### src/rtl/dm_pkg.sv
// Shared encodings and lane helpers for the load/store unit driving the word-wide data memory.
package dm_pkg;

  localparam int unsigned DM_WORDS_DEF = 1024;
  localparam int unsigned XLEN         = 32;

  typedef enum logic [1:0] {
    SZ_BYTE = 2'b00,
    SZ_HALF = 2'b01,
    SZ_WORD = 2'b10,
    SZ_ILL  = 2'b11
  } size_e;

  typedef enum logic [2:0] {
    ST_IDLE,
    ST_LOAD,
    ST_RMW_RD,
    ST_WRITE,
    ST_RESP
  } state_e;

  // Bit offset of the addressed byte / half inside a little-endian word.
  function automatic logic [4:0] byte_shift(input logic [1:0] off);
    return {off, 3'b000};
  endfunction

  function automatic logic [4:0] half_shift(input logic [1:0] off);
    return {off[1], 4'b0000};
  endfunction

  function automatic logic [XLEN-1:0] word_align(input logic [XLEN-1:0] addr);
    return {addr[XLEN-1:2], 2'b00};
  endfunction

endpackage

### src/rtl/lsu_lane_align.sv
// Lane merge for sub-word stores and lane extraction with sign/zero extension for loads.
module lsu_lane_align
  import dm_pkg::*;
(
  input  logic [XLEN-1:0] old_word_i,
  input  logic [XLEN-1:0] data_i,
  input  logic [1:0]      size_i,
  input  logic            signed_i,
  input  logic [1:0]      offset_i,
  output logic [XLEN-1:0] merged_c_o,
  output logic [XLEN-1:0] result_c_o
);

  logic [4:0]  bsh;
  logic [4:0]  hsh;
  logic [7:0]  lane_b;
  logic [15:0] lane_h;

  always_comb begin
    bsh        = byte_shift(offset_i);
    hsh        = half_shift(offset_i);
    lane_b     = 8'(old_word_i >> bsh);
    lane_h     = 16'(old_word_i >> hsh);
    merged_c_o = data_i;
    result_c_o = old_word_i;
    case (size_i)
      SZ_BYTE: begin
        merged_c_o = (old_word_i & ~(32'h0000_00FF << bsh)) | (32'(data_i[7:0]) << bsh);
        result_c_o = signed_i ? {{24{lane_b[7]}}, lane_b} : {24'h0, lane_b};
      end
      SZ_HALF: begin
        merged_c_o = (old_word_i & ~(32'h0000_FFFF << hsh)) | (32'(data_i[15:0]) << hsh);
        result_c_o = signed_i ? {{16{lane_h[15]}}, lane_h} : {16'h0, lane_h};
      end
      default: begin
        merged_c_o = data_i;
        result_c_o = old_word_i;
      end
    endcase
  end

endmodule

### src/rtl/lsu_dm_master.sv
// Load/store initiator for the data memory: one request at a time, RMW for sub-word stores.
module lsu_dm_master
  import dm_pkg::*;
#(
  parameter int unsigned DM_WORDS = DM_WORDS_DEF
) (
  input  logic        clk,
  input  logic        reset,
  input  logic        req_valid,
  output logic        req_ready,
  input  logic        req_we,
  input  logic [1:0]  req_size,
  input  logic        req_signed,
  input  logic [31:0] req_addr,
  input  logic [31:0] req_wdata,
  input  logic [31:0] req_pc,
  output logic        rsp_valid,
  output logic [31:0] rsp_rdata,
  output logic        rsp_err,
  output logic [31:0] dm_addr,
  output logic [31:0] dm_wd,
  output logic        dm_we,
  output logic [31:0] dm_pc,
  input  logic [31:0] dm_rd
);

  localparam logic [32:0] ADDR_LIMIT = 33'(DM_WORDS) * 33'd4;

  state_e      state_q;
  logic [31:0] addr_q;
  logic [31:0] wdata_q;
  logic [31:0] pc_q;
  logic [1:0]  size_q;
  logic        signed_q;

  logic        req_ready_q;
  logic        rsp_valid_q;
  logic [31:0] rsp_rdata_q;
  logic        rsp_err_q;
  logic [31:0] dm_addr_q;
  logic [31:0] dm_wd_q;
  logic        dm_we_q;
  logic [31:0] dm_pc_q;

  logic        req_err_c;
  logic [31:0] merged_c;
  logic [31:0] result_c;

  // Request legality is judged on the live inputs so the error path needs no extra cycle.
  always_comb begin
    req_err_c = 1'b0;
    case (req_size)
      SZ_HALF: req_err_c = req_addr[0];
      SZ_WORD: req_err_c = |req_addr[1:0];
      SZ_ILL:  req_err_c = 1'b1;
      default: req_err_c = 1'b0;
    endcase
    if ({1'b0, req_addr} >= ADDR_LIMIT) req_err_c = 1'b1;
  end

  lsu_lane_align u_align (
    .old_word_i (dm_rd),
    .data_i     (wdata_q),
    .size_i     (size_q),
    .signed_i   (signed_q),
    .offset_i   (addr_q[1:0]),
    .merged_c_o (merged_c),
    .result_c_o (result_c)
  );

  // Outputs are computed for the state being entered, so every output is a flop.
  always_ff @(posedge clk or negedge reset) begin
    if (!reset) begin
      state_q     <= ST_IDLE;
      addr_q      <= '0;
      wdata_q     <= '0;
      pc_q        <= '0;
      size_q      <= '0;
      signed_q    <= 1'b0;
      req_ready_q <= 1'b0;
      rsp_valid_q <= 1'b0;
      rsp_rdata_q <= '0;
      rsp_err_q   <= 1'b0;
      dm_addr_q   <= '0;
      dm_wd_q     <= '0;
      dm_we_q     <= 1'b0;
      dm_pc_q     <= '0;
    end else begin
      req_ready_q <= 1'b0;
      rsp_valid_q <= 1'b0;
      dm_we_q     <= 1'b0;
      dm_addr_q   <= '0;
      dm_wd_q     <= '0;
      dm_pc_q     <= '0;
      case (state_q)
        ST_IDLE: begin
          rsp_rdata_q <= '0;
          rsp_err_q   <= 1'b0;
          req_ready_q <= 1'b1;
          if (req_valid && req_ready_q) begin
            req_ready_q <= 1'b0;
            addr_q      <= req_addr;
            wdata_q     <= req_wdata;
            pc_q        <= req_pc;
            size_q      <= req_size;
            signed_q    <= req_signed;
            if (req_err_c) begin
              state_q     <= ST_RESP;
              rsp_valid_q <= 1'b1;
              rsp_err_q   <= 1'b1;
            end else if (!req_we) begin
              state_q   <= ST_LOAD;
              dm_addr_q <= word_align(req_addr);
            end else if (req_size == SZ_WORD) begin
              state_q   <= ST_WRITE;
              dm_addr_q <= word_align(req_addr);
              dm_wd_q   <= req_wdata;
              dm_we_q   <= 1'b1;
              dm_pc_q   <= req_pc;
            end else begin
              state_q   <= ST_RMW_RD;
              dm_addr_q <= word_align(req_addr);
            end
          end
        end
        ST_LOAD: begin
          state_q     <= ST_RESP;
          rsp_valid_q <= 1'b1;
          rsp_rdata_q <= result_c;
        end
        ST_RMW_RD: begin
          state_q   <= ST_WRITE;
          dm_addr_q <= word_align(addr_q);
          dm_wd_q   <= merged_c;
          dm_we_q   <= 1'b1;
          dm_pc_q   <= pc_q;
        end
        ST_WRITE: begin
          state_q     <= ST_RESP;
          rsp_valid_q <= 1'b1;
        end
        ST_RESP: begin
          state_q     <= ST_IDLE;
          req_ready_q <= 1'b1;
          rsp_rdata_q <= '0;
          rsp_err_q   <= 1'b0;
        end
        default: begin
          state_q <= ST_IDLE;
        end
      endcase
    end
  end

  assign req_ready = req_ready_q;
  assign rsp_valid = rsp_valid_q;
  assign rsp_rdata = rsp_rdata_q;
  assign rsp_err   = rsp_err_q;
  assign dm_addr   = dm_addr_q;
  assign dm_wd     = dm_wd_q;
  assign dm_we     = dm_we_q;
  assign dm_pc     = dm_pc_q;

endmodule

### config.mk
export PLATFORM = sky130hd
export DESIGN_NAME = lsu_dm_master
export DESIGN_NICKNAME = d
export VERILOG_FILES = /design/src/rtl/dm_pkg.sv /design/src/rtl/lsu_lane_align.sv /design/src/rtl/lsu_dm_master.sv
export SDC_FILE = /design/constraint.sdc
export NUM_CORES = 1
export LEC_CHECK = 0
export ABC_AREA = 1
export CAP_MARGIN = 25
export CORE_ASPECT_RATIO = 0.75
export CORE_MARGIN = 2
export CORE_UTILIZATION = 50
export DETAILED_ROUTE_END_ITERATION = 6
export MAX_ROUTING_LAYER = met4
export PLACE_DENSITY_LB_ADDON = 0.1
export SLEW_MARGIN = 25
export SYNTH_ARGS = -nofsm -noshare
export SYNTH_HDL_FRONTEND = slang
export SYNTH_SLANG_ARGS = --single-unit
### constraint.sdc
create_clock -name clk -period 1.7 [get_ports clk]
set_input_delay 0.255 -clock clk [delete_from_list [all_inputs] [get_ports clk]]
set_output_delay 0.255 -clock clk [all_outputs]
set_load 0.03 [all_outputs]
==> impl_metrics.json, run 1 <==
{
  "drt-vias-per-instance": 5.35,
  "run_status": "complete, no violations",
  "clock_network_latency_to_the_later_pin_of_the_worst_skew_pair_ps": 530,
  "postSynthAreaPerCell_sq_um": 7.60,
  "max-slew-margin-rel": 0.630,
  "postRouteWirelength_microns": 35600,
  "sequential_to_total_area_share_from_yosys_stat": 0.523,
  "dieHeight_microns": 133,
  "mostFrequentLayoutCell": "sky130_fd_sc_hd__nand2_1",
  "detailroute.via_count": 10900,
  "worst-slew-pin-transition_ps": 555,
  "least_setup_slack_across_all_paths_after_layout_ps": 101,
  "critical_path.n_buffers_inverters": 0,
  "holdCritPathClass": "in -> async",
  "drcViolationCount": 0,
  "syn_inst": 1459,
  "hold-worst-slack_ps": 276,
  "final_min_period_over_clock_period": 0.941,
  "power.total_uw": 15800,
  "num-nets-final": 1863,
  "dp_cells": 1990,
  "dr.first_iter.drc_count": 935,
  "critical_path.max_stage_delay_ps": 530,
  "place.gp.congestion": 0.932,
  "initial_antenna_violation_count": 3,
  "multi_input_comb_area_sq_um": 4610,
  "critPathRequiredTime_ps": 2160,
  "worst_path_dominant_cell_family": "simple AND/OR/NAND/NOR gates",
  "grt_first_pass_wirelength_microns": 56400,
  "rr_startpoint": "size_q[0]$_DFFE_PN0P_",
  "power.density_nw_per_um2": 1030,
  "clock_tree.htree_level_count": 1,
  "critical_path_peak_fanout": 10,
  "worst-endpoint-arrival_ps": 2060,
  "finalSetupViolCount": 0,
  "design.portCount": 267,
  "number_of_storage_elements_in_the_synthesis_netlist": 232,
  "fmax_mhz": 625,
  "floorplan.initialDensity": 0.506,
  "die_outline_area_sq_um": 23400,
  "n_fill_cell": 1843,
  "syn2layout_area_growth_pct": 37.7,
  "worst_setup_path_end_kind": "flip-flop",
  "synthesis.yosys.warnings": 0,
  "skew_ps": 14.5,
  "drt-pass1-iter-count": 5,
  "clockRootBuffer": "sky130_fd_sc_hd__clkbuf_16",
  "portBuffers": 264,
  "routed_wire_length_per_instance_microns": 17.4,
  "timing.final.max_slew_violations": 0,
  "most-common-layout-cells": "721 x sky130_fd_sc_hd__nand2_1, 232 x sky130_fd_sc_hd__dfrtp_1, 133 x sky130_fd_sc_hd__clkdlybuf4s50_1, 130 x sky130_fd_sc_hd__dlygate4sd2_1, 97 x sky130_fd_sc_hd__nor2_1",
  "critical_path.reg2reg.endpoint": "dm_wd[8]$_DFF_PN0_",
  "area.sequential_sq_um": 5810,
  "final_core_utilization": 0.697,
  "start_kind": "flip-flop",
  "post_layout_nonfiller_instances": 2043,
  "timing.critical_path.from": "size_q[0]$_DFFE_PN0P_",
  "grt_start_max_net_pins": 62,
  "rrSetupSlack_ps": 100,
  "critPathKind": "reg -> reg",
  "path_common_cell": "sky130_fd_sc_hd__nand2_1",
  "final.min_clock_period_ps": 1600,
  "worst_r2r_path_depth": 6,
  "grt_setup_unrepaired": "false",
  "synth_cell_type_count": 30,
  "placement_rows": 47,
  "number_of_endpoints_with_negative_hold_slack_in_the_final_report": 0,
  "worstSetupPathDepth": 6,
  "grt_use_total": 0.315,
  "clock-sinks": 232,
  "post-place-ws_ps": -211,
  "cts_max_path_buffers": 3,
  "cell_by_cell_trace_of_the_critical_path": "nand2_4, nor2_2, a22oi_1, nand2_1, nand2_1, nand2_1",
  "die_w_microns": 176,
  "hpwl_reported_at_the_end_of_detailed_placement_microns": 24700,
  "core-area_sq_um": 21900,
  "worst_path_max_delay_cell": "sky130_fd_sc_hd__dfrtp_1",
  "static-leakage-power_uw": 0.00837,
  "numCtsBuffers": 24,
  "remaining_overflow_grt": 0,
  "fraction_of_final_layout_cells_sized_beyond_drive_strength_1": 0.0836,
  "worst_setup_path_endpoint": "dm_wd[8]$_DFF_PN0_",
  "route.antenna.remaining_nets": 0,
  "cts.clk_slew.worst_paths_ps": 70,
  "tritoncts_clock_tree": "built",
  "syn_area_sq_um": 11100,
  "grt_pass1_vias": 10500,
  "vdd.ir_drop.worst_mv": 0.733,
  "timing.max_cap.violations": 0
}
final cells by class:
class | count | area share
sequential | 232 | 0.380
multi-input combinational | 1075 | 0.302
timing repair buffer | 338 | 0.216
clock buffer | 30 | 0.0441
tap | 294 | 0.0241
clock inverter | 14 | 0.0188
inverter | 57 | 0.0143
antenna | 3 | 0.000491
synth_stat cells (all sizes together):
library cell / count / area share
nor2: 107 / 0.039
o221ai: 1 / 0.00079
nand3: 24 / 0.013
conb: 1 / 0.00034
nand4: 66 / 0.039
dfrtp: 232 / 0.52
a22oi: 8 / 0.0054
buf: 59 / 0.031
o22ai: 30 / 0.017
clkinv: 1 / 0.00034
inv: 56 / 0.019
clkbuf: 37 / 0.013
nand2: 725 / 0.25
o211ai: 6 / 0.0041
a21oi: 51 / 0.023
o21ai: 55 / 0.026
metrics by stage:
stage / TNS [ps] / area [sq um]
6_report: 0 / 15300
5_1_grt: 0 / 15300
4_1_cts: 0 / 15200
3_5_place_dp: -11440 / 14400
3_3_place_gp: -12850 / 14400
2_1_floorplan: 0 / 11100
routing by layer:
layer	part of all wire	routed length [microns]	track usage
met1	0.43	15200	0.438
met2	0.46	16400	0.479
met3	0.086	3070	0.0592
met4	0.026	930	0.0836
met5	0	0	-
cells by family (layout without fill, tap and decap cells):
logic type,count (synthesis),in the layout,synth area share
compound gates,151,151,0.0760
buf+inv,153,439,0.0635
flops,232,232,0.523
other cells,1,5,0.000338
simple gates,922,922,0.337
worst min path at each step:
stage | slack, ps | depth (start not counted) | from | to
floorplan | -40 | 0 | reset | addr_q[0]$_DFFE_PN0P_
global placement | 240 | 1 | reset | rsp_rdata[17]$_DFFE_PN0P_
detailed placement | 250 | 1 | reset | rsp_rdata[20]$_DFFE_PN0P_
CTS | 270 | 3 | req_addr[10] | addr_q[10]$_DFFE_PN0P_
global route | 290 | 3 | req_addr[10] | addr_q[10]$_DFFE_PN0P_
finish | 280 | 2 | reset | rsp_rdata[20]$_DFFE_PN0P_
where the power goes:
part           switching [uW]  leakage (uW)  internal (uW)
clock network            2250      0.000465           4030
registers                 374       0.00307           6020
logic                    1920       0.00483           1160
flip-flops by register name, summed over array words and instances (netlist names):
name	flops
rsp_rdata	32
size_q	2
wdata_q	32
addr_q	32
dm_pc	32
rsp_err	1
req_ready	1
dm_wd	32
dm_we	1
rsp_valid	1
state_q	3
signed_q	1
pc_q	32
dm_addr	30
timing repair:
item                                   CTS  global route
hold buffers                             1             0
endpoints found under the hold margin   49             0
gates cloned                             0             0
gates resized for setup                130             4
setup endpoints to repair              130            15
pin swaps                                0             2
buffers inserted                         0             5
Power figures use the tool's default switching activity.
==> inputs of run 2 (changes only) <==
--- a/config.mk
+++ b/config.mk
@@ -7,10 +7,10 @@
 export LEC_CHECK = 0
 export ABC_AREA = 1
 export CAP_MARGIN = 25
-export CORE_ASPECT_RATIO = 0.75
 export CORE_MARGIN = 2
 export CORE_UTILIZATION = 50
 export DETAILED_ROUTE_END_ITERATION = 6
+export HOLD_SLACK_MARGIN = 0.05
 export MAX_ROUTING_LAYER = met4
 export PLACE_DENSITY_LB_ADDON = 0.1
 export SLEW_MARGIN = 25
==> impl_metrics.json, run 2 (synthesized netlist as in run 1, its figures left out) <==
{
  "run_status": "complete, no violations",
  "grt_pass1_vias": 10500,
  "tritoncts_clock_tree": "built",
  "clock_tree.htree_level_count": 1,
  "cell_by_cell_trace_of_the_critical_path": "dlygate4sd2_1",
  "clock-sinks": 232,
  "max-slew-margin-rel": 0.499,
  "die_w_microns": 153,
  "vdd.ir_drop.worst_mv": 0.909,
  "dr.first_iter.drc_count": 861,
  "drcViolationCount": 0,
  "cts_max_path_buffers": 3,
  "power.density_nw_per_um2": 980,
  "hpwl_reported_at_the_end_of_detailed_placement_microns": 24300,
  "setup_total_negative_slack_ps": 0,
  "worst-endpoint-arrival_ps": 1350,
  "grt_first_pass_wirelength_microns": 55800,
  "initial_antenna_violation_count": 1,
  "syn2layout_area_growth_pct": 34.6,
  "finalSetupViolCount": 0,
  "hold-worst-slack_ps": 218,
  "numCtsBuffers": 25,
  "worst_path_max_delay_cell": "sky130_fd_sc_hd__dlygate4sd2_1",
  "fraction_of_final_layout_cells_sized_beyond_drive_strength_1": 0.0753,
  "core-area_sq_um": 21800,
  "route.antenna.remaining_nets": 0,
  "placement_rows": 54,
  "clock_network_latency_to_the_later_pin_of_the_worst_skew_pair_ps": 530,
  "cts.clk_slew.worst_paths_ps": 60,
  "detailroute.via_count": 10900,
  "final.min_clock_period_ps": 1610,
  "final_min_period_over_clock_period": 0.946,
  "dieHeight_microns": 153,
  "floorplan.initialDensity": 0.508,
  "critical_path.n_buffers_inverters": 1,
  "portBuffers": 264,
  "remaining_overflow_grt": 0,
  "number_of_endpoints_with_negative_hold_slack_in_the_final_report": 0,
  "start_kind": "flip-flop",
  "n_fill_cell": 1902,
  "mostFrequentLayoutCell": "sky130_fd_sc_hd__nand2_1",
  "worst_setup_path_end_kind": "output pin",
  "worst-slew-pin-transition_ps": 750,
  "skew_ps": 11.2,
  "postRouteWirelength_microns": 34900,
  "place.gp.congestion": 0.972,
  "drt-pass1-iter-count": 5,
  "critical_path.max_stage_delay_ps": 420,
  "num-nets-final": 1857,
  "die_outline_area_sq_um": 23400,
  "static-leakage-power_uw": 0.00823,
  "holdCritPathClass": "in -> async",
  "critPathKind": "reg -> out",
  "grt_start_max_net_pins": 58,
  "design.portCount": 267,
  "critPathRequiredTime_ps": 1440,
  "timing.max_cap.violations": 0,
  "most-common-layout-cells": "721 x sky130_fd_sc_hd__nand2_1, 232 x sky130_fd_sc_hd__dfrtp_1, 133 x sky130_fd_sc_hd__clkdlybuf4s50_1, 130 x sky130_fd_sc_hd__dlygate4sd2_1, 97 x sky130_fd_sc_hd__nor2_1",
  "fmax_mhz": 622,
  "drt-vias-per-instance": 5.41,
  "critical_path_peak_fanout": 1,
  "worst_path_dominant_cell_family": "buffers and inverters",
  "timing.final.max_slew_violations": 0,
  "clockRootBuffer": "sky130_fd_sc_hd__clkbuf_16",
  "routed_wire_length_per_instance_microns": 17.3,
  "grt_setup_unrepaired": "true",
  "power.total_uw": 14600,
  "grt_use_total": 0.305
}
[run 2: cell types whose count changed in the layout (fill, tap and decap cells not counted), sizes merged]
cell,delta
buf,-7
inv,+1
clkbuf,+9
clkinvlp,-2
clkinv,-1
diode,-2
bufinv,-7
[run 2: power breakdown]
part	internal [uW]	total, uW	switching, uW
registers	6020	6390	364
logic	1110	3000	1880
clock network	3080	5250	2170
total	10200	14600	4410
[run 2: layer usage]
layer	routed length (microns)	share of wire	global-route usage	up-vias
met2	16400	0.47	0.483	483
met5	0	0	-	-
met1	14400	0.41	0.393	5169
met3	2680	0.077	0.0559	105
met4	1480	0.042	0.116	0
li1	-	-	-	5176
[run 2: worst paths after layout]
| check | startpoint | end | slack, ps | cells past startpoint |
|---|---|---|---|---|
| setup / recovery | dm_wd[9]$_DFF_PN0_ | dm_wd[9] | 90 | 1 |
| hold / removal | reset | addr_q[5]$_DFFE_PN0P_ | 220 | 2 |
| setup reg to reg | state_q[1]$_DFFE_PN0N_ | wdata_q[15]$_DFFE_PN0P_ | 120 | 7 |
| hold reg to reg | rsp_rdata[30]$_DFFE_PN0P_ | rsp_rdata[30]$_DFFE_PN0P_ | 470 | 2 |
| max in group asynchronous | reset | wdata_q[27]$_DFFE_PN0P_ | 850 | 3 |
| min in group clk | req_signed | signed_q$_DFFE_PN0P_ | 280 | 3 |
[run 2: what timing repair did]
action                                  in CTS  in global routing
gates resized for setup                    130                  1
endpoints found under the setup margin     130                100
setup buffers                                0                  2
hold endpoints to repair                   219                  0
pin swaps                                    0                  1
hold buffers                                 1                  0
[run 2: cell type report]
| type | instances | area (sq um) | area share |
|---|---|---|---|
| inverters | 57 | 216 | 0.0145 |
| diodes | 1 | 2.50 | 0.000168 |
| clock buffers | 39 | 728 | 0.0488 |
| flip-flops and latches | 232 | 5810 | 0.389 |
| well taps | 280 | 350 | 0.0235 |
| repair buffers | 331 | 3170 | 0.212 |
| multi-input cells | 1075 | 4610 | 0.309 |
| clock inverters | 5 | 53.8 | 0.00360 |
[run 2: stage by stage]
stage / instance area (sq um) / worst slack (ps) / utilization / std cells
floorplan: 11100 / 317 / - / 1460
global placement: 14300 / -135 / 0.654 / 1972
detailed placement: 14300 / -125 / 0.655 / 1972
CTS: 14900 / 42.9 / 0.684 / 2017
global route: 14900 / -11.6 / 0.684 / 2020
finish: 14900 / 91.6 / 0.684 / 2020
